--- config.mk ---
export PLATFORM = sky130hd
export DESIGN_NAME = async_counter
export DESIGN_NICKNAME = d
export VERILOG_FILES = /design/src/rtl/async_counter_pkg.sv /design/src/rtl/counter_bit_slice.sv /design/src/rtl/async_counter.sv
export SDC_FILE = /design/constraint.sdc
export NUM_CORES = 1
export LEC_CHECK = 0
export CORE_AREA = 5 5 42 44
export CTS_CLUSTER_DIAMETER = 60
export DETAILED_ROUTE_END_ITERATION = 12
export DIE_AREA = 0 0 47 49
export HOLD_SLACK_MARGIN = 0.15
export PLACE_DENSITY = 0.3
export REMOVE_ABC_BUFFERS = 1
export SYNTH_ARGS = -nofsm -noshare
export SYNTH_HDL_FRONTEND = slang
export SYNTH_SLANG_ARGS = --single-unit
--- constraint.sdc ---
create_clock -name next -period 2 [get_ports next]
set_clock_uncertainty 0.1 [all_clocks]
set_input_delay 0.3 -clock next [delete_from_list [all_inputs] [get_ports next]]
set_output_delay 0.3 -clock next [all_outputs]
set_load 0.1 [all_outputs]
--- src/rtl/async_counter_pkg.sv ---
// rtl/async_counter_pkg.sv - shared width defaults, count type and Gray conversion for async_counter
package async_counter_pkg;

  localparam int COUNT_W_DEFAULT = 4;
  localparam int COUNT_W_MAX     = 32;

  typedef logic [COUNT_W_DEFAULT-1:0] count_t;

  // Callers zero-extend into COUNT_W_MAX bits and truncate the result to their width.
  function automatic logic [COUNT_W_MAX-1:0] bin2gray(input logic [COUNT_W_MAX-1:0] bin);
    return bin ^ (bin >> 1);
  endfunction

endpackage

--- src/rtl/counter_bit_slice.sv ---
// rtl/counter_bit_slice.sv - one toggle stage of the synchronous counter carry chain
module counter_bit_slice (
  input  logic clk,
  input  logic rst,
  input  logic carry_in,
  output logic q,
  output logic carry_out
);

  always_ff @(posedge clk or posedge rst) begin
    if (rst) begin
      q <= 1'b0;
    end else if (carry_in) begin
      q <= ~q;
    end
  end

  assign carry_out = carry_in & q;

endmodule

--- src/rtl/async_counter.sv ---
// rtl/async_counter.sv - free-running up-counter clocked by next, async active-high clear
// Optional ASYNC_COUNTER_GRAY_EN presents a registered Gray-coded count.
module async_counter
  import async_counter_pkg::*;
#(
  parameter int WIDTH = COUNT_W_DEFAULT
) (
  input  logic             next,
  input  logic             rst,
  output logic [WIDTH-1:0] count
);

  logic [WIDTH:0]   carry;
  logic [WIDTH-1:0] bin;
  logic             carry_unused;

  assign carry[0]     = 1'b1;
  assign carry_unused = carry[WIDTH];

  for (genvar i = 0; i < WIDTH; i++) begin : g_slice
    counter_bit_slice u_slice (
      .clk       (next),
      .rst       (rst),
      .carry_in  (carry[i]),
      .q         (bin[i]),
      .carry_out (carry[i+1])
    );
  end

`ifdef ASYNC_COUNTER_GRAY_EN
  logic [WIDTH-1:0] bin_next;
  logic [WIDTH-1:0] gray_q;

  // The carry chain is exactly the toggle mask, so this is bin+1 without a separate adder.
  assign bin_next = bin ^ carry[WIDTH-1:0];

  always_ff @(posedge next or posedge rst) begin
    if (rst) begin
      gray_q <= '0;
    end else begin
      gray_q <= WIDTH'(bin2gray(COUNT_W_MAX'(bin_next)));
    end
  end

  assign count = gray_q;
`else
  assign count = bin;
`endif

endmodule

==> results.py, run 1 <==
metrics = {
    "synth": {
        "ys_seq_elements": 4,
        "synth_cell_type_count": 7,
        "synth_warnings": 0,
        "syn_inst": 15,
        "ys_seq_area_share_pct": 56.3,
        "yosysTopAreaCell": "dfrtp_1",
        "avgSynthCellArea_um2": 11.8,
        "synthTopCellsByCount": "4 x buf_4, 4 x dfrtp_1, 2 x inv_1, 2 x xnor2_1",
        "synth-edff-count": 0,
        "yosys.area.top_type_share_pct": 56.3,
        "ys_top_cells_by_area": "dfrtp_1 56%, buf_4 17%, xnor2_1 9.9%",
        "synth_ff_type": "dfrtp_1",
        "synthArstFlopShare_pct": 100,
        "synth.cell_area_um2": 178,
    },
    "floorplan": {
        "chipHeight_um": 49,
        "die_w_um": 47,
        "floorplan.initialDensity_pct": 12.7,
        "rows": 14,
        "fp.coreArea_mm2": 0.00140,
        "ios": 6,
        "die_area_mm2": 0.00230,
    },
    "finish": {
        "drive_gt1_share_pct": 42.1,
        "regMostFlops": "g_slice.u_slice.q",
        "largest_reg_flops": 4,
        "antenna_cells": 0,
        "area_delta_synth_final_pct": 36.6,
        "final_nets": 23,
        "largest_registers": "g_slice.u_slice.q x4",
    },
    "worst_setup_path": {
        "worst_path_max_delay_cell": "dfrtp_1",
        "worstPathRequired_ns": 1.60,
        "cp_cell_sequence": "buf_4",
        "path_buf_inv": 1,
        "path_class": "register to output port",
        "critical_path_arrival_ns": 0.97,
        "crit_family": "flip-flops",
        "cpPeakStageDelay_ns": 0.41,
        "critPathLaunchType": "register",
        "cp-end-kind": "output port",
        "cp_max_fo": 4,
    },
    "clock_network": {
        "hold_buffers": 0,
        "clkSinkCount": 4,
        "htreeDepth": 1,
        "clk_latency_ns": 0.24,
        "cts_max_path_buffers": 2,
        "post_cts_resized": 0,
        "path_clk_slew_ns": 0.04,
        "cts_made_buffers": 3,
        "cts_root_buf": "clkbuf_4",
        "cts_setup_buffers": 0,
        "cts_tree": "yes",
    },
    "sta": {
        "fin_setup_tns_ns": 0,
        "worst_slack_ns": 0.633,
        "setup_viol": 0,
        "tightest_slew_ns": 0.279,
        "grt_setup_unrepaired": "no",
        "fmax_mhz": 731,
        "relSlewSlack_pct": 81.6,
        "period_share_pct": 68.4,
        "final_max_slew_viol_count": 0,
        "period_needed_ns": 1.37,
        "final_hold_viol_count": 0,
    },
    "outcome": {
        "outcome": "completed",
    },
    "global_routing": {
        "grt_pass1_wl_um": 448,
        "globalRouteOverflowTotal": 0,
        "grt_max_degree": 6,
        "grt_usage_pct": 3.53,
        "first_global_vias": 106,
        "antenna_found_initial": 0,
    },
    "power": {
        "p_leak_nw": 0.121,
        "power.density_mw_per_mm2": 760,
        "total_power_uw": 184,
        "peakVddDrop_mv": 0.284,
    },
    "placed_design": {
        "port_buffers": 5,
        "post-place-ws_ns": 0.879,
        "gp_congestion": 0.567,
    },
    "drt": {
        "ant_nets": 0,
        "top_layer": "met3",
        "viasPerCell": 2.71,
        "routed-wl-met2_um": 87,
        "wl_met3_um": 75,
        "drt_iter0_markers": 1,
        "wl_met1_um": 114,
        "vias": 95,
        "wl_per_cell_um": 7.91,
        "finalWirelength_um": 277,
        "post-route-drc-count": 0,
        "drt_pass1_iterations": 2,
    },
    "job": {
        "drv_cap": 0,
    },
    "hold_path": {
        "min_path_type": "input pin to asynchronous set/reset pin",
    },
}
## cell type report
class / instances / area (um2)
clock buffers: 3 / 22.5
fillers: 160 / 1160
well taps: 16 / 20.0
repair buffers: 5 / 52.6
inverters: 2 / 7.51
flip-flops and latches: 4 / 100
multi-input cells: 5 / 40.0
## logic make-up after synthesis
kind of cell / count (synthesis) / synth area share, %
AND/OR/NAND/NOR: 2 / 7.74
flip-flops: 4 / 56.3
XOR/XNOR: 3 / 14.8
buffers and inverters: 6 / 21.1
## per-layer routing
layer,vias to the layer above,track usage (%)
li1,50,-
met1,37,3.56
met2,8,2.26
met3,0,6.64
met4,0,2.76
met5,-,0
## where the power goes
group | internal (mW) | switching [mW] | total [mW]
registers | 0.0814 | 0 | 0.0814
logic | 0.00183 | 0.00176 | 0.00358
clock network | 0.0671 | 0.0323 | 0.0994
total | 0.150 | 0.0341 | 0.184
## worst paths after layout
check	start	end	slack, ns	depth (start not counted)
min reg2reg	g_slice[3].u_slice.q	g_slice[3].u_slice.q	0.37	1
max reg2reg	g_slice[0].u_slice.q	g_slice[2].u_slice.q	1.08	2
max in group asynchronous	rst	g_slice[0].u_slice.q	1.49	2
min	rst	g_slice[1].u_slice.q	0.15	2
max	g_slice[1].u_slice.q	count[1]	0.63	1
min in group next	g_slice[3].u_slice.q	g_slice[3].u_slice.q	0.37	1
## per-stage QoR
step | utilization (%) | cell area (um2) | std cells | hold WS, ns
after global routing | 17.3 | 243 | 35 | 0.174
after global placement | 15.7 | 220 | 32 | 0.361
after detailed placement | 15.7 | 220 | 32 | 0.367
final | 17.3 | 243 | 35 | 0.152
after CTS | 17.3 | 243 | 35 | 0.154
after floorplan | - | 148 | 11 | -0.0339
## cell usage in the layout (no fill, tap or decap), drive strengths merged
cell           Yosys  final
clkbuf             0      3
dfrtp              4      4
buf                4      4
xor2               1      1
xnor2              2      2
nand2              1      1
clkdlybuf4s50      0      1
nand3              1      1
inv                2      2
Note: power is estimated with default switching activity, not from simulation.
==> inputs of run 2 (changes only) <==
Clock period 2 ns to 1.1 ns, I/O delays scaled along.
==> run 2 against run 1 <==
  * Register-to-register slack got worse by 0.91 ns
  * Critical endpoint is now count[0]
  * Largest cell class is now non-clock buffers
  * Sequential power increased by 82%
  * Critical path type unchanged
  * First-iteration DRC count decreased by 100%
  * Total power increased by 83%
  * Critical path depth unchanged
  * Clock power increased by 82%
  * Design area increased by 33%
==> results.py, run 2 (synthesized netlist as in run 1, its figures left out) <==
metrics = {
    "power": {
        "power.density_mw_per_mm2": 1050,
        "p_leak_nw": 0.152,
        "peakVddDrop_mv": 0.551,
    },
    "floorplan": {
        "rows": 14,
        "die_w_um": 47,
        "floorplan.initialDensity_pct": 12.7,
        "die_area_mm2": 0.00230,
        "chipHeight_um": 49,
        "ios": 6,
        "fp.coreArea_mm2": 0.00140,
    },
    "placed_design": {
        "gp_congestion": 0.633,
        "placed_area_um2": 258,
        "post-place-ws_ns": 0.167,
        "port_buffers": 5,
    },
    "sta": {
        "fmax_mhz": 920,
        "hold_slack_ns": 0.363,
        "final_hold_viol_count": 0,
        "fin_setup_tns_ns": 0,
        "period_needed_ns": 1.09,
        "period_share_pct": 98.8,
        "grt_setup_unrepaired": "yes",
        "tightest_slew_ns": 0.164,
        "final_max_slew_viol_count": 0,
        "worst_slack_ns": 0.0134,
        "relSlewSlack_pct": 89.1,
        "setup_viol": 0,
    },
    "finish": {
        "area_delta_synth_final_pct": 81.7,
        "multi_input_comb_area_um2": 40.0,
        "drive_gt1_share_pct": 58.3,
        "finish.utilization_pct": 23.0,
        "regMostFlops": "g_slice.u_slice.q",
        "fillers": 157,
        "antenna_cells": 0,
        "seq_area_um2": 103,
        "largest_reg_flops": 4,
        "largest_registers": "g_slice.u_slice.q x4",
        "layout_common_cells": "4 x buf_12, 4 x buf_4, 3 x clkbuf_4",
        "final_nets": 28,
        "stdcell_area_um2": 323,
    },
    "drt": {
        "wl_per_cell_um": 8.05,
        "finalWirelength_um": 322,
        "drt_pass1_iterations": 1,
        "vias": 122,
        "post-route-drc-count": 0,
        "drt_iter0_markers": 0,
        "ant_nets": 0,
        "viasPerCell": 3.05,
    },
    "clock_network": {
        "clk_latency_ns": 0.23,
        "cts_root_buf": "clkbuf_4",
        "htreeDepth": 1,
        "cts_tree": "yes",
        "path_clk_slew_ns": 0.03,
        "cts_made_buffers": 3,
        "clkSinkCount": 4,
        "cts_max_path_buffers": 2,
    },
    "global_routing": {
        "grt_pass1_wl_um": 531,
        "grt_max_degree": 6,
        "antenna_found_initial": 0,
        "grt_usage_pct": 4.02,
        "first_global_vias": 125,
        "globalRouteOverflowTotal": 0,
    },
    "outcome": {
        "outcome": "completed",
    },
    "worst_setup_path": {
        "critical_path_arrival_ns": 0.82,
        "worst_path_max_delay_cell": "dfrtp_2",
        "path_buf_inv": 1,
        "cp_max_fo": 3,
        "path_class": "register to output port",
        "worstPathRequired_ns": 0.83,
        "cp-end-kind": "output port",
        "cpPeakStageDelay_ns": 0.42,
        "cp_cell_sequence": "buf_12",
        "crit_family": "flip-flops",
        "critPathLaunchType": "register",
    },
    "hold_path": {
        "min_path_type": "register to register",
    },
    "job": {
        "drv_cap": 0,
    },
}
-- run 2: changes by cell type in the layout (fill, tap and decap cells not counted) --
cell,change
buf_12,+3
buf_4,+1
dfrtp_1,-2
dfrtp_2,+2
dlygate4sd3_1,+1
-- run 2: timing repair --
item,4_1_cts,5_1_grt
gates resized for setup,2,0
cloned,0,0
endpoints found under the hold margin,4,0
setup endpoints to repair,4,4
setup buffers,3,1
hold buffers,1,0
-- run 2: path summary, 6_finish.rpt --
check,slack [ns],cells after the start,from,to
worst max-delay path,0.01,1,g_slice[0].u_slice.q,count[0]
worst min-delay path,0.36,1,g_slice[0].u_slice.q,g_slice[0].u_slice.q
worst max register to register,0.17,3,g_slice[0].u_slice.q,g_slice[3].u_slice.q
worst min register to register,0.36,1,g_slice[0].u_slice.q,g_slice[0].u_slice.q
max in group asynchronous,0.14,3,rst,g_slice[0].u_slice.q
min in group asynchronous,0.58,3,rst,g_slice[3].u_slice.q
-- run 2: worst reg2reg max path, cell delays in order (launching register included) --
cell	delay (ns)
dfrtp_2	0.42
buf_4	0.15
nand3_2	0.07
xnor2_1	0.11
-- run 2: through the flow --
stage          total power [mW]  std cells
6_report                  0.338         40
5_1_grt                   0.368         40
4_1_cts                   0.346         39
3_5_place_dp              0.157         32
3_3_place_gp              0.157         32
2_1_floorplan             0.152         11
-- run 2: power breakdown --
| group | leakage, nW | switching (mW) | internal [mW] |
|---|---|---|---|
| registers | 0.0499 | 0 | 0.148 |
| clock network | 0.0138 | 0.0587 | 0.122 |
| logic | 0.0883 | 0.00383 | 0.00564 |
| total | 0.152 | 0.0625 | 0.276 |
-- run 2: cell type report --
class | instances | area share (%)
Inverter | 2 | 2.33
Timing Repair Buffer | 10 | 40.3
Clock buffer | 3 | 6.98
Multi-Input combinational cell | 5 | 12.4
Tap cell | 16 | 6.20
Sequential cell | 4 | 31.8
-- run 2: layer usage --
metal,up-vias,GRT usage [%],share of wire (%)
met4,0,1.38,1.9
met2,9,4.07,38
met3,2,6.64,17
li1,59,-,-
met5,-,0,0
met1,52,3.97,43
==> inputs of run 3 (changes only) <==
Settings changed: SLEW_MARGIN set to 25.
==> results of run 3 <==
Same layout as run 2: the final DEF is identical, and so are final timing and power.
